[config.mk]
export PLATFORM = sky130hd
export DESIGN_NAME = pad_reader_flat
export DESIGN_NICKNAME = d
export VERILOG_FILES = /design/src/rtl/pad_pkg.sv /design/src/rtl/pad_reader_if.sv /design/src/rtl/sync_ff.sv /design/src/rtl/pad_reader.sv /design/src/flat_wrapper.sv
export SDC_FILE = /design/constraint.sdc
export NUM_CORES = 1
export LEC_CHECK = 0
export BUFFER_PORTS_ARGS = -buffer_cell sky130_fd_sc_hd__buf_2
export CORE_ASPECT_RATIO = 0.9
export CORE_UTILIZATION = 30
export DETAILED_ROUTE_END_ITERATION = 10
export PLACE_DENSITY = 0.48
export SLEW_MARGIN = 20
export SYNTH_ARGS = -nofsm -noshare
export SYNTH_HDL_FRONTEND = slang
export SYNTH_HIERARCHICAL = 1
export SYNTH_SLANG_ARGS = --single-unit
[constraint.sdc]
create_clock -name clk -period 2.9 [get_ports clk]
set_input_delay 0.145 -clock clk [delete_from_list [all_inputs] [get_ports clk]]
set_output_delay 0.145 -clock clk [all_outputs]
set_load 0.01 [all_outputs]
[src/rtl/pad_pkg.sv]
// ============================================================================
// Module      : pad_pkg
// Description : Shared types and helpers for the pad reader: FSM state
//               encoding and the serial-position to button-bit map.
// Revision    : 1.0 - initial release
// ============================================================================
`default_nettype none

package pad_pkg;

    // Scan sequencer states
    typedef enum logic [1:0] {
        IDLE  = 2'd0,
        LATCH = 2'd1,
        SHIFT = 2'd2,
        DONE  = 2'd3
    } pad_state_t;

    localparam int c_num_buttons = 8;

    // Serial arrival order is A,B,SL,ST,Up,Dn,Lt,Rt; the button register is
    // ordered {ST,SL,B,A,Dn,Up,Lt,Rt}.
    function automatic logic [2:0] ser_to_btn(input logic [2:0] ser_idx);
        logic [2:0] btn_idx;
        btn_idx = 3'd0;
        case (ser_idx)
            3'd0: btn_idx = 3'd4;  // A
            3'd1: btn_idx = 3'd5;  // B
            3'd2: btn_idx = 3'd6;  // Select
            3'd3: btn_idx = 3'd7;  // Start
            3'd4: btn_idx = 3'd2;  // Up
            3'd5: btn_idx = 3'd3;  // Down
            3'd6: btn_idx = 3'd1;  // Left
            3'd7: btn_idx = 3'd0;  // Right
            default: btn_idx = 3'd0;
        endcase
        return btn_idx;
    endfunction

endpackage

`default_nettype wire

[src/rtl/pad_reader_if.sv]
// ============================================================================
// Module      : pad_reader_if
// Description : Three-wire link to an external shift-register game pad.
//               master = reader side, slave = pad side.
// Revision    : 1.0 - initial release
// ============================================================================
`default_nettype none

interface pad_reader_if;

    logic pad_latch;
    logic pad_clk;
    logic pad_data;

    modport master (
        output pad_latch,
        output pad_clk,
        input  pad_data
    );

    modport slave (
        input  pad_latch,
        input  pad_clk,
        output pad_data
    );

endinterface

`default_nettype wire

[src/rtl/sync_ff.sv]
// ============================================================================
// Module      : sync_ff
// Description : Two-flop synchronizer for a single asynchronous bit. Resets
//               to 1 so an idle/floating pad line reads as "released".
// Revision    : 1.0 - initial release
// ============================================================================
`default_nettype none

module sync_ff (
    input  logic clk,
    input  logic reset_n,
    input  logic i_d,
    output logic o_q
);

    logic r_meta;
    logic r_sync;

    // Two-stage capture of the asynchronous input
    always_ff @(posedge clk or negedge reset_n) begin
        if (!reset_n) begin
            r_meta <= 1'b1;
            r_sync <= 1'b1;
        end else begin
            r_meta <= i_d;
            r_sync <= r_meta;
        end
    end

    assign o_q = r_sync;

endmodule

`default_nettype wire

[src/rtl/pad_reader.sv]
// ============================================================================
// Module      : pad_reader
// Description : Periodically scans an 8-bit shift-register game pad, remaps
//               the serial bits to the joypad register order and applies a
//               two-scan debounce before updating the button state.
// Revision    : 1.0 - initial release
// ============================================================================
`default_nettype none

module pad_reader
    import pad_pkg::*;
#(
    parameter int CLK_DIV     = 8,
    parameter int POLL_PERIOD = 16384
) (
    input  logic               clk,
    input  logic               reset_n,
    input  logic               en,
    pad_reader_if.master       pad,
    output logic [7:0]         buttons,
    output logic               scan_done
);

    localparam int                  c_idle_w    = (POLL_PERIOD > 1) ? $clog2(POLL_PERIOD) : 1;
    localparam logic [c_idle_w-1:0] c_idle_last = c_idle_w'(POLL_PERIOD - 1);
    localparam logic [c_idle_w-1:0] c_idle_one  = c_idle_w'(1);
    localparam logic [7:0]          c_half_last = 8'(CLK_DIV - 1);

    // Sequencer state and counters
    pad_state_t          r_state;
    pad_state_t          w_state_nxt;
    logic [c_idle_w-1:0] r_idle_cnt;
    logic [c_idle_w-1:0] w_idle_nxt;
    logic [7:0]          r_half_cnt;
    logic [7:0]          w_half_nxt;
    logic [2:0]          r_bit_cnt;
    logic [2:0]          w_bit_nxt;
    // Phase within a two-half-period slot: LATCH first/second half,
    // SHIFT low (0) / high (1). Lets LATCH span 2*CLK_DIV with an 8-bit counter.
    logic                r_phase;
    logic                w_phase_nxt;
    logic                w_sample;

    // Outputs and scan data
    logic                r_pad_latch;
    logic                r_pad_clk;
    logic                r_scan_done;
    logic [7:0]          r_scan;
    logic [7:0]          r_prev;
    logic [7:0]          r_buttons;
    logic                w_pad_sync;

    sync_ff u_sync (
        .clk     (clk),
        .reset_n (reset_n),
        .i_d     (pad.pad_data),
        .o_q     (w_pad_sync)
    );

    // State register
    always_ff @(posedge clk or negedge reset_n) begin
        if (!reset_n) begin
            r_state <= IDLE;
        end else begin
            r_state <= w_state_nxt;
        end
    end

    // Next-state, counter reloads and sample strobe
    always_comb begin
        w_state_nxt = r_state;
        w_idle_nxt  = r_idle_cnt;
        w_half_nxt  = r_half_cnt;
        w_bit_nxt   = r_bit_cnt;
        w_phase_nxt = r_phase;
        w_sample    = 1'b0;

        case (r_state)
            IDLE: begin
                if (r_idle_cnt == c_idle_last) begin
                    // Counter saturates here until en allows a scan
                    if (en) begin
                        w_state_nxt = LATCH;
                        w_half_nxt  = 8'd0;
                        w_bit_nxt   = 3'd0;
                        w_phase_nxt = 1'b0;
                    end
                end else begin
                    w_idle_nxt = r_idle_cnt + c_idle_one;
                end
            end

            LATCH: begin
                if (!en) begin
                    w_state_nxt = IDLE;
                    w_idle_nxt  = '0;
                    w_half_nxt  = 8'd0;
                    w_bit_nxt   = 3'd0;
                    w_phase_nxt = 1'b0;
                end else if (r_half_cnt == c_half_last) begin
                    w_half_nxt = 8'd0;
                    if (r_phase) begin
                        w_state_nxt = SHIFT;
                        w_bit_nxt   = 3'd0;
                        w_phase_nxt = 1'b0;
                    end else begin
                        w_phase_nxt = 1'b1;
                    end
                end else begin
                    w_half_nxt = r_half_cnt + 8'd1;
                end
            end

            SHIFT: begin
                if (!en) begin
                    w_state_nxt = IDLE;
                    w_idle_nxt  = '0;
                    w_half_nxt  = 8'd0;
                    w_bit_nxt   = 3'd0;
                    w_phase_nxt = 1'b0;
                end else if (r_half_cnt == c_half_last) begin
                    w_half_nxt = 8'd0;
                    if (!r_phase) begin
                        // Last low cycle: data has been stable since the
                        // previous rising pad_clk, so sample now
                        w_sample    = 1'b1;
                        w_phase_nxt = 1'b1;
                    end else if (r_bit_cnt == 3'd7) begin
                        w_state_nxt = DONE;
                        w_bit_nxt   = 3'd0;
                        w_phase_nxt = 1'b0;
                    end else begin
                        w_bit_nxt   = r_bit_cnt + 3'd1;
                        w_phase_nxt = 1'b0;
                    end
                end else begin
                    w_half_nxt = r_half_cnt + 8'd1;
                end
            end

            DONE: begin
                w_state_nxt = IDLE;
                w_idle_nxt  = '0;
                w_half_nxt  = 8'd0;
                w_bit_nxt   = 3'd0;
                w_phase_nxt = 1'b0;
            end

            default: begin
                w_state_nxt = IDLE;
                w_idle_nxt  = '0;
                w_half_nxt  = 8'd0;
                w_bit_nxt   = 3'd0;
                w_phase_nxt = 1'b0;
            end
        endcase
    end

    // Counters and pad-facing strobes; strobes are decoded from the next
    // state so they line up cycle-for-cycle with the registered state
    always_ff @(posedge clk or negedge reset_n) begin
        if (!reset_n) begin
            r_idle_cnt  <= '0;
            r_half_cnt  <= 8'd0;
            r_bit_cnt   <= 3'd0;
            r_phase     <= 1'b0;
            r_pad_latch <= 1'b0;
            r_pad_clk   <= 1'b1;
            r_scan_done <= 1'b0;
        end else begin
            r_idle_cnt  <= w_idle_nxt;
            r_half_cnt  <= w_half_nxt;
            r_bit_cnt   <= w_bit_nxt;
            r_phase     <= w_phase_nxt;
            r_pad_latch <= (w_state_nxt == LATCH);
            r_pad_clk   <= !((w_state_nxt == SHIFT) && !w_phase_nxt);
            r_scan_done <= (w_state_nxt == DONE);
        end
    end

    // Scan capture and two-scan debounce; buttons move only on a DONE edge
    always_ff @(posedge clk or negedge reset_n) begin
        if (!reset_n) begin
            r_scan    <= 8'hFF;
            r_prev    <= 8'hFF;
            r_buttons <= 8'hFF;
        end else begin
            if (w_sample) begin
                r_scan[ser_to_btn(r_bit_cnt)] <= w_pad_sync;
            end
            if (r_state == DONE) begin
                r_prev <= r_scan;
                if (r_scan == r_prev) begin
                    r_buttons <= r_scan;
                end
            end
        end
    end

    assign pad.pad_latch = r_pad_latch;
    assign pad.pad_clk   = r_pad_clk;
    assign buttons       = r_buttons;
    assign scan_done     = r_scan_done;

endmodule

`default_nettype wire

[src/flat_wrapper.sv]
// flat-port wrapper written by rule: the top's interface ports become plain ports
module pad_reader_flat import pad_pkg::*;
#(
    parameter int CLK_DIV     = 8,
    parameter int POLL_PERIOD = 16384
)
  (clk, reset_n, en, buttons, scan_done, pad_pad_latch, pad_pad_clk, pad_pad_data);
  pad_reader_if pad_i ();
  input  logic clk;
  input  logic reset_n;
  input  logic en;
  output logic [7:0] buttons;
  output logic scan_done;
  output wire logic [$bits(pad_i.pad_latch)-1:0] pad_pad_latch;
  output wire logic [$bits(pad_i.pad_clk)-1:0] pad_pad_clk;
  input wire logic [$bits(pad_i.pad_data)-1:0] pad_pad_data;
  assign pad_pad_latch = pad_i.pad_latch;
  assign pad_pad_clk = pad_i.pad_clk;
  assign pad_i.pad_data = pad_pad_data;
  pad_reader #(.CLK_DIV(CLK_DIV), .POLL_PERIOD(POLL_PERIOD)) u_core (.clk(clk), .reset_n(reset_n), .en(en), .pad(pad_i), .buttons(buttons), .scan_done(scan_done));
endmodule
## After elaboration in Yosys (flattened, before gate mapping)

Memories as Yosys holds them, arrays and structs flattened.
Cells that the tools add are included.
W data, S select, Z words.

| storage, ports and cells | value |
|---|---|
| register bits | 57 |
| ROM bits | 24 |
| output and inout port bits | 11 |
| word-level logic and storage cells | 88 |
| memories | 1 |

| cells by class | value |
|---|---|
| add/subtract/negate cells | 3 |
| magnitude comparators | 2 |
| eq/ne operators | 18 |
| muxes and demuxes | 41 |
| reduce and logical (&&, ||, !) cells | 10 |

Memory list:

| memory | depth | bits a word | rd ports | clocked after memory_dff | write ports | line | text |
|---|---|---|---|---|---|---|---|
| (name not given) | 8 | 3 | 1 | 0 | 0 | pad_pkg.sv:26 | `case (ser_idx)` |

Operators with widths:

| kind | number |
|---|---|
| $pmux W14 S3 | 1 |
| $mux W8 | 4 |
| $mux W3 | 10 |
| $mux W14 | 2 |
| $pmux W8 S3 | 1 |
| $mux W2 | 9 |
| $add A14 B1 Y14 const B | 1 |
| $eq A14 B14 Y1 const B | 1 |
| $ne A3 B2 Y1 const B | 4 |
| $pmux W3 S4 | 1 |
| $mux W1 | 9 |
| $add A8 B1 Y8 const B | 1 |
| $bwmux W8 | 1 |
| $eq A2 B2 Y1 const B | 4 |
| $eq A8 B3 Y1 const B | 1 |
| $eq A8 B8 Y1 | 1 |
| $pmux W2 S4 | 1 |
| $ne A2 B2 Y1 const B | 3 |
| $reduce_and A2 Y1 | 3 |
| $reduce_and A6 Y1 | 1 |
| $eq A2 B1 Y1 const B | 2 |
| $lt A3 B4 Y1 const B | 1 |
| $add A3 B1 Y3 const B | 1 |
| $demux W1 S3 | 1 |
| other kinds (8) | 10 |

## Logic depth before layout (Yosys ltp)

Gate-level depths: netlist of run 1.

| depth | value |
|---|---|
| depth in word-level cells | 10 |
| mapped depth | 8 |

## By module

Netlist of run 1, hierarchy kept.

By module, submodules not included:

| module | instances | cells each | area an instance (um^2) | sequential area each (um^2) |
|---|---|---|---|---|
| pad_reader | 1 | 285 | 3060.4 | 1407.6 |
| sync_ff | 1 | 2 | 52.6 | 52.6 |

## Least setup slack after synthesis of run 1

OpenSTA, ideal clock, no wires.

| timing | value |
|---|---|
| path kind | flip-flop to flip-flop |
| start | register u_core.r_half_cnt[3] |
| end | register u_core.r_scan[4] |
| library setup time | 82 ps |
| arrival | 1982 ps |
| required time | 2818 ps |
| setup slack | 836 ps |
| stages on the path, launching flop included | 8 |
| clock period less this slack | 2064 ps |
| cells stage by stage | dfrtp_1 buf_6 or4_4 nor3_1 ha_1 nand3b_1 nor3_1 mux2_2 |

| between the ends | value |
|---|---|
| longest elaborated chain between the ends | 4 |

Ends and longest elaborated chain:

| item | line | text |
|---|---|---|
| start: declaration | pad_reader.sv:34 | `logic [7:0] r_half_cnt;` |
| start signal: assignment | pad_reader.sv:172 | `r_half_cnt <= w_half_nxt;` |
| $eq A8 B3 Y1 | pad_reader.sv:121 | `end else if (r_half_cnt == c_half_last) begin` |
| $mux W1 | pad_reader.sv:121 |  |
| $mux W1 | pad_reader.sv:115 | `if (!en) begin` |
| $mux W1 | pad_reader.sv:78 | `case (r_state)` |
| end signal: indexed assignment | pad_reader.sv:189 | `r_scan[ser_to_btn(r_bit_cnt)] <= w_pad_sync;` |
| end: declaration | pad_reader.sv:48 | `logic [7:0] r_scan;` |

Every way passes these cells.
A chain may end at the register's enable or synchronous reset.

## Worst setup path in the final report of run 1

| timing | value |
|---|---|
| start | register u_core.r_half_cnt[3] |
| end | register u_core.r_scan[6] |

The elaborated chain is that of the path after synthesis.

==> flow_summary.ini, run 1 <==
[pwr]
seq_power_share_pct = 34.5
static-leakage-power_nw = 1.56
power.share.switching_pct = 29.6
vdd_drop_max_mv = 0.329
totalPowerFinal_w = 0.00264
combinationalPowerShare_pct = 21.3
netSwitchingPower_w = 0.000781
internal_power_w = 0.00186
power.share.clock_pct = 44.2
cellPowerDensity_nw_per_um2 = 718

[synth]
synthesis.nets = 301
ys_seq_elements = 57
synth_area_sq_um = 3110
post_synth_top_area_cell = dfrtp_1
post_synth_inst_count = 287
seq_area_frac_synth_pct = 46.9
synth.avg_cell_area_sq_um = 10.8
netlist_top_cells_area = dfrtp_1 (24%), dfstp_2 (23%), mux2_2 (8.7%), ha_1 (4.0%), o31ai_1 (3.1%)
synth_enable_flop_cells = 0
ys.warnings.count = 6
yosysMostFrequentCell = dfrtp_1
synth_ff_type = dfrtp_1
netlist-cell-type-count = 55
yosysTopAreaCellShare_pct = 24.1
synth-async-reset-ratio_pct = 100
synth.cells.most_frequent = dfrtp_1 (30), dfstp_2 (27), mux2_2 (24)

[clocking]
post_cts.repair.setup_buffers = 0
cts.repair.resized = 0
htree_levels = 3
clock_tree_from_tritoncts = yes
tritoncts.num_buffers = 9
clkSlewWorstSetupHoldPaths_ns = 0.05
clock-root-buffer = clkbuf_16
worstSkewPairLatency_ns = 0.33
clk_path_buf_depth = 2
cts_num_sinks = 57

[floorplan]
start_util_pct = 31.5
placement_rows = 34
die_w_um = 109
floorplan.io_pins = 15
design.die.area_sq_um = 10800
die-height_um = 98.6
core_sq_um = 9870

[min_path]
path_type_of_the_worst_min_delay_path = in2reg
launch_point_of_the_worst_hold_path = en

[timing]
fin_crit_ns = 2.28
final.period_utilization_pct = 78.7
grt_setup_unrepaired = no
relSlewSlack_pct = 50.1
finalMaxSlewViolations = 0
timing.final.setup_violations = 0
hold-worst-slack_ns = 0.212
achievable-frequency_ghz = 0.438
finalHoldViolations = 0
worst-slew-pin-transition_ns = 0.742
setup_tns_ns = 0
finClkSkew_ns = 0.00614

[cells_and_area]
postLayoutCellArea_sq_um = 3670
utilization_pct = 37.2
area_delta_synth_final_pct = 18.0
final_layout_size_suffix_gt1_share_pct = 31.7
antenna-diode-count = 0
fill_cells = 991
layout_net_count = 321

[routing]
routed.top_layer = met4
dr_total_vias = 2315
detail_route.drc_violations = 0
ant_nets = 0
wirelength_met1_um = 3600
avgViaCountPerCell = 5.29
route.final.wire_length_um = 6870
detailroute.wirelength.met2_um = 2860
drt_first_iter_violations = 132
wl_per_cell_um = 15.7
detail_route.first_pass.iterations = 4
met3_wirelength_um = 265

[setup_path]
worstPathRequired_ns = 3.16
end_kind = flop
worstPathArrival_ns = 2.54
crit-reg2reg-launch = u_core/r_half_cnt[3]
criticalPathCategory = reg2reg
cp-start-kind = flop
timing.critical_path.from = u_core/r_half_cnt[3]
critPathMaxFanout = 8

[placement]
dpl-instance-area_sq_um = 3320
place_congestion = 0.877
place.port_buffers = 14
dp.final_hpwl_um = 4750

[global_route]
largest_net_degree_at_the_start_of_global_routing = 24
grt_util_all_layers_pct = 14.7
wire_length_of_the_first_global_routing_pass_um = 12000
global_route.overflow_total = 0
grt_pass1_vias = 2312
grt_antenna_before_repair = 0

[job]
cap_violations = 0

[run_status]
outcome = finished clean
## registers in the layout, indices dropped and copies added (netlist names), 2 cells and up
signal / flops
u_core/buttons: 8
u_core/r_bit_cnt: 3
u_core/r_half_cnt: 8
u_core/r_idle_cnt: 14
u_core/r_prev: 8
u_core/r_scan: 8
u_core/r_state: 2
## cell usage in the layout (no fill, tap or decap), types with 9 or more instances in the layout
master     Yosys  layout
dfrtp_1       30      30
dfstp_2       27      27
mux2_2        24      24
nand3_1       16      16
nand2_1       15      15
nor2_1        15      15
buf_2          1      14
o31ai_1       13      13
o21ai_0       12      12
ha_1          10      10
clkbuf_16      0       9
buf_4          0       9
## area by class of cell
cell class,instances,area [sq um],share of cell area (%)
multi-input combinational,207,1540,42.0
sequential,57,1460,39.7
clock buffer,11,253,6.88
timing repair buffer,25,158,4.29
tap,126,158,4.29
clock inverter,5,77.6,2.11
inverter,7,26.3,0.715
## routing by layer
metal / up-vias / global-route usage [%]
li1: 1137 / -
met5: - / 0
met1: 1125 / 20.4
met4: 0 / 6.77
met2: 42 / 21.0
met3: 11 / 4.03
## power groups by stage
stage | combinational, W | clock (W) | sequential [W]
after floorplan | 0.000416 | 0 | 0.000904
after global placement | 0.000558 | 0 | 0.000920
after detailed placement | 0.000557 | 0 | 0.000920
after CTS | 0.000560 | 0.00120 | 0.000910
after global routing | 0.000631 | 0.00124 | 0.000922
final | 0.000562 | 0.00116 | 0.000911
## cell families (layout without fill, tap and decap cells)
kind of cell / Yosys count / in the layout / synth area share [%]
XOR/XNOR: 8 / 8 / 2.25
AND/OR/NAND/NOR: 90 / 90 / 16.7
flip-flops: 57 / 57 / 46.9
adder cells (fa/ha/maj): 10 / 10 / 4.02
AO/OA/AOI/OAI: 74 / 74 / 17.6
multiplexers: 25 / 25 / 9.00
buffers and inverters: 23 / 48 / 3.54
## what timing repair did
action / CTS / global route
endpoints found under the hold margin: 9 / 0
setup endpoints to repair: 0 / 0
hold buffers: 2 / 0
## stage by stage
step / setup WS [ns] / cells
final: 0.617 / 438
after global routing: 0.425 / 438
after CTS: 0.606 / 438
after detailed placement: 0.640 / 420
after global placement: 0.649 / 420
after floorplan: 0.836 / 287
## worst paths after layout
kind,slack (ns),cells past startpoint,endpoint
max in group asynchronous,1.94,3,u_core/r_scan[4]
min in group asynchronous,0.26,2,u_core/r_idle_cnt[4]
hold reg to reg,0.35,0,u_core/u_sync/o_q
setup / recovery,0.62,6,u_core/r_scan[6]
setup reg to reg,0.62,6,u_core/r_scan[6]
hold / removal,0.21,3,u_core/r_phase
## worst max-delay path, cell delays in order, from the launching register on
cell and delay [ns]:
dfrtp_1 0.45, or4_4 0.59, nor3_1 0.21, ha_1 0.21, nand3_1 0.16, nor3_1 0.23, mux2_2 0.36
Note: power is estimated with default switching activity, not from simulation.
==> inputs of run 2 (changes only) <==
--- a/config.mk
+++ b/config.mk
@@ -5,6 +5,7 @@
 export SDC_FILE = /design/constraint.sdc
 export NUM_CORES = 1
 export LEC_CHECK = 0
+export ABC_AREA = 1
 export BUFFER_PORTS_ARGS = -buffer_cell sky130_fd_sc_hd__buf_2
 export CORE_ASPECT_RATIO = 0.9
 export CORE_UTILIZATION = 30
==> constraint.sdc (replaced) <==
create_clock -name clk -period 2.4 [get_ports clk]
set_input_delay 0.12 -clock clk [delete_from_list [all_inputs] [get_ports clk]]
set_output_delay 0.12 -clock clk [all_outputs]
set_load 0.01 [all_outputs]
==> run 2 against run 1 <==
Net effect:
- total power increased by 8.5%
- cell count up 24%
- sequential power rose by 16%
- design area up 1.2%
- first-iteration DRC count decreased by 22%
- critical path depth is 4 higher
- synthesized area rose by 1.8%
- die area is 1.8% higher
- non-clock buffer count down 6
- largest power group unchanged
- via count up 7.1%
- critical endpoint is now u_core/r_scan[5]
- wire length is 4.5% lower
==> flow_summary.ini, run 2 <==
[clocking]
clock-root-buffer = clkbuf_16
clk_path_buf_depth = 2
clkSlewWorstSetupHoldPaths_ns = 0.05
htree_levels = 3
cts.repair.resized = 0
tritoncts.num_buffers = 9
worstSkewPairLatency_ns = 0.33
clock_tree_from_tritoncts = yes
cts_num_sinks = 57

[timing]
grt_setup_unrepaired = no
finalMaxSlewViolations = 0
finClkSkew_ns = 0.0108
setup_tns_ns = 0
achievable-frequency_ghz = 0.517
fin_crit_ns = 1.93
relSlewSlack_pct = 63.1
finalHoldViolations = 0
final.period_utilization_pct = 80.6
worst-slew-pin-transition_ns = 0.553
timing.final.setup_violations = 0
finalWorstSetupSlack_ns = 0.466

[cells_and_area]
layout.cells.most_common = nand2_1
final_layout_size_suffix_gt1_share_pct = 23.5
largest-register = u_core/r_idle_cnt
layout_net_count = 423
fill_cells = 1070
finalNonFillerCells = 542
largest_register_ff_count = 14
most_used_cells_in_the_layout_excluding_fill_and_tap_cells = nand2_1 (107), inv_1 (38), nand3_1 (35)
antenna-diode-count = 0
area_delta_synth_final_pct = 17.3

[pwr]
power.share.switching_pct = 28.6
cellPowerDensity_nw_per_um2 = 770
combinationalPowerShare_pct = 17.2
vdd_drop_max_mv = 0.349
internal_power_w = 0.00204
netSwitchingPower_w = 0.000819
power.share.clock_pct = 45.6
static-leakage-power_nw = 1.63
seq_power_share_pct = 37.2

[synth]
synth.cells.most_frequent = nand2_1 (107), inv_1 (38), nand3_1 (35)
synthesis.nets = 398
post_synth_inst_count = 384
netlist_top_cells_area = dfrtp_1 (24%), dfstp_2 (22%), nand2_1 (13%), nand3_1 (5.5%), inv_1 (4.5%)
synth-async-reset-ratio_pct = 100
synth_area_sq_um = 3170
synth.avg_cell_area_sq_um = 8.25
ys.warnings.count = 6
post_synth_top_area_cell = dfrtp_1
yosysTopAreaCellShare_pct = 23.7
netlist-cell-type-count = 36
synth_ff_type = dfrtp_1
ys_seq_elements = 57
seq_area_frac_synth_pct = 46.1
synth_enable_flop_cells = 0
yosysMostFrequentCell = nand2_1

[job]
cap_violations = 0

[routing]
dr_total_vias = 2480
met3_wirelength_um = 234
detail_route.drc_violations = 0
drt_first_iter_violations = 103
detail_route.first_pass.iterations = 4
ant_nets = 0
wirelength_met1_um = 3570
wl_per_cell_um = 12.1
route.final.wire_length_um = 6560
routed.top_layer = met4
detailroute.wirelength.met2_um = 2640
avgViaCountPerCell = 4.58

[placement]
place_congestion = 0.750
placed_cells_incl_taps = 525
place.port_buffers = 14
dp.final_hpwl_um = 4780
place_ws_ns = 0.470

[global_route]
wire_length_of_the_first_global_routing_pass_um = 11500
largest_net_degree_at_the_start_of_global_routing = 38
grt_antenna_before_repair = 0
grt_pass1_vias = 2307
global_route.overflow_total = 0
grt_util_all_layers_pct = 13.8

[setup_path]
criticalPathCategory = reg2reg
cp-start-kind = flop
critPathMaxFanout = 6
worstPathRequired_ns = 2.65
end_kind = flop
worstPathArrival_ns = 2.19

[floorplan]
die_w_um = 110
floorplan.io_pins = 15
design.die.area_sq_um = 11000
die-height_um = 99.5
core_sq_um = 10200
start_util_pct = 30.9
placement_rows = 35

[run_status]
outcome = finished clean

[min_path]
path_type_of_the_worst_min_delay_path = in2reg
==> run 2: cell types whose count changed in the layout (fill, tap and decap cells not counted), moves of 6 or more <==
cell / change
a32o_1: -6
nor2_1: +16
nand3_1: +19
a21oi_1: +10
buf_4: -7
mux2_2: -22
nand2_2: +7
o31ai_1: -13
inv_1: +31
o21ai_2: +7
nand2_1: +92
xnor2_1: -7
o21ai_1: +8
==> run 2: cell families after synthesis <==
kind of cell / after synthesis / share of synthesized area (%)
DFF: 57 / 46.1
muxes: 2 / 0.711
and+or+nand+nor: 211 / 31.3
adders and majority gates: 10 / 3.95
AOI/OAI and AO/OA: 51 / 9.87
buffers and inverters: 47 / 6.40
xor gates and xnor gates: 6 / 1.66
==> run 2: power groups by stage <==
stage | clock [W] | sequential [W] | combinational (W)
3_5_place_dp | 0 | 0.00108 | 0.000499
5_1_grt | 0.00139 | 0.00108 | 0.000580
4_1_cts | 0.00135 | 0.00106 | 0.000503
3_3_place_gp | 0 | 0.00108 | 0.000502
2_1_floorplan | 0 | 0.00107 | 0.000398
6_report | 0.00131 | 0.00106 | 0.000492
==> run 2: worst paths after layout <==
check,from,endpoint,slack [ns],cells past startpoint
worst max-delay path,u_core/r_half_cnt[0],u_core/r_scan[5],0.47,10
worst min-delay path,en,u_core/r_half_cnt[2],0.21,3
worst max register to register,u_core/r_half_cnt[0],u_core/r_scan[5],0.47,10
worst min register to register,u_core/u_sync/r_meta,u_core/u_sync/o_q,0.37,0
max in group asynchronous,reset_n,u_core/r_scan[0],1.43,3
min in group asynchronous,reset_n,u_core/r_idle_cnt[6],0.31,2
==> run 2: repair_timing <==
action / CTS / global route
hold buffers: 2 / 0
buffers inserted: 0 / 0
endpoints found under the setup margin: 0 / 0
hold endpoints to repair: 19 / 0
==> run 2: metrics by stage <==
stage	area (sq um)	util, %	power (W)	hold slack, ns
2_1_floorplan	3170	-	0.00147	-0.176
3_3_place_gp	3390	33.1	0.00158	0.143
3_5_place_dp	3390	33.1	0.00158	0.143
4_1_cts	3720	36.3	0.00292	0.211
5_1_grt	3720	36.3	0.00305	0.242
6_report	3720	36.3	0.00286	0.214
==> run 2: critical path: stages, from the launching register on <==
cell     delay (ns)
dfrtp_1        0.35
ha_1           0.19
nand3_1        0.13
nor2_2         0.25
ha_1           0.23
nand2_2        0.10
nor2_4         0.13
inv_1          0.08
nor3_1         0.24
nand2_1        0.08
o21ai_0        0.08
==> run 2: metal layers <==
metal / GRT usage [%] / up-vias
li1: - / 1304
met1: 20.0 / 1133
met2: 18.7 / 34
met3: 4.33 / 9
met4: 5.77 / 0
met5: 0 / -
==> run 2: layout make-up <==
class                   count  area, sq um  area share, %
inverters                  42          158           4.24
well taps                 129          161           4.34
repair buffers             19          125           3.36
multi-input cells         280         1510           40.5
clock buffers              13          270           7.27
clock inverters             2         37.5           1.01
flip-flops and latches     57         1460           39.3
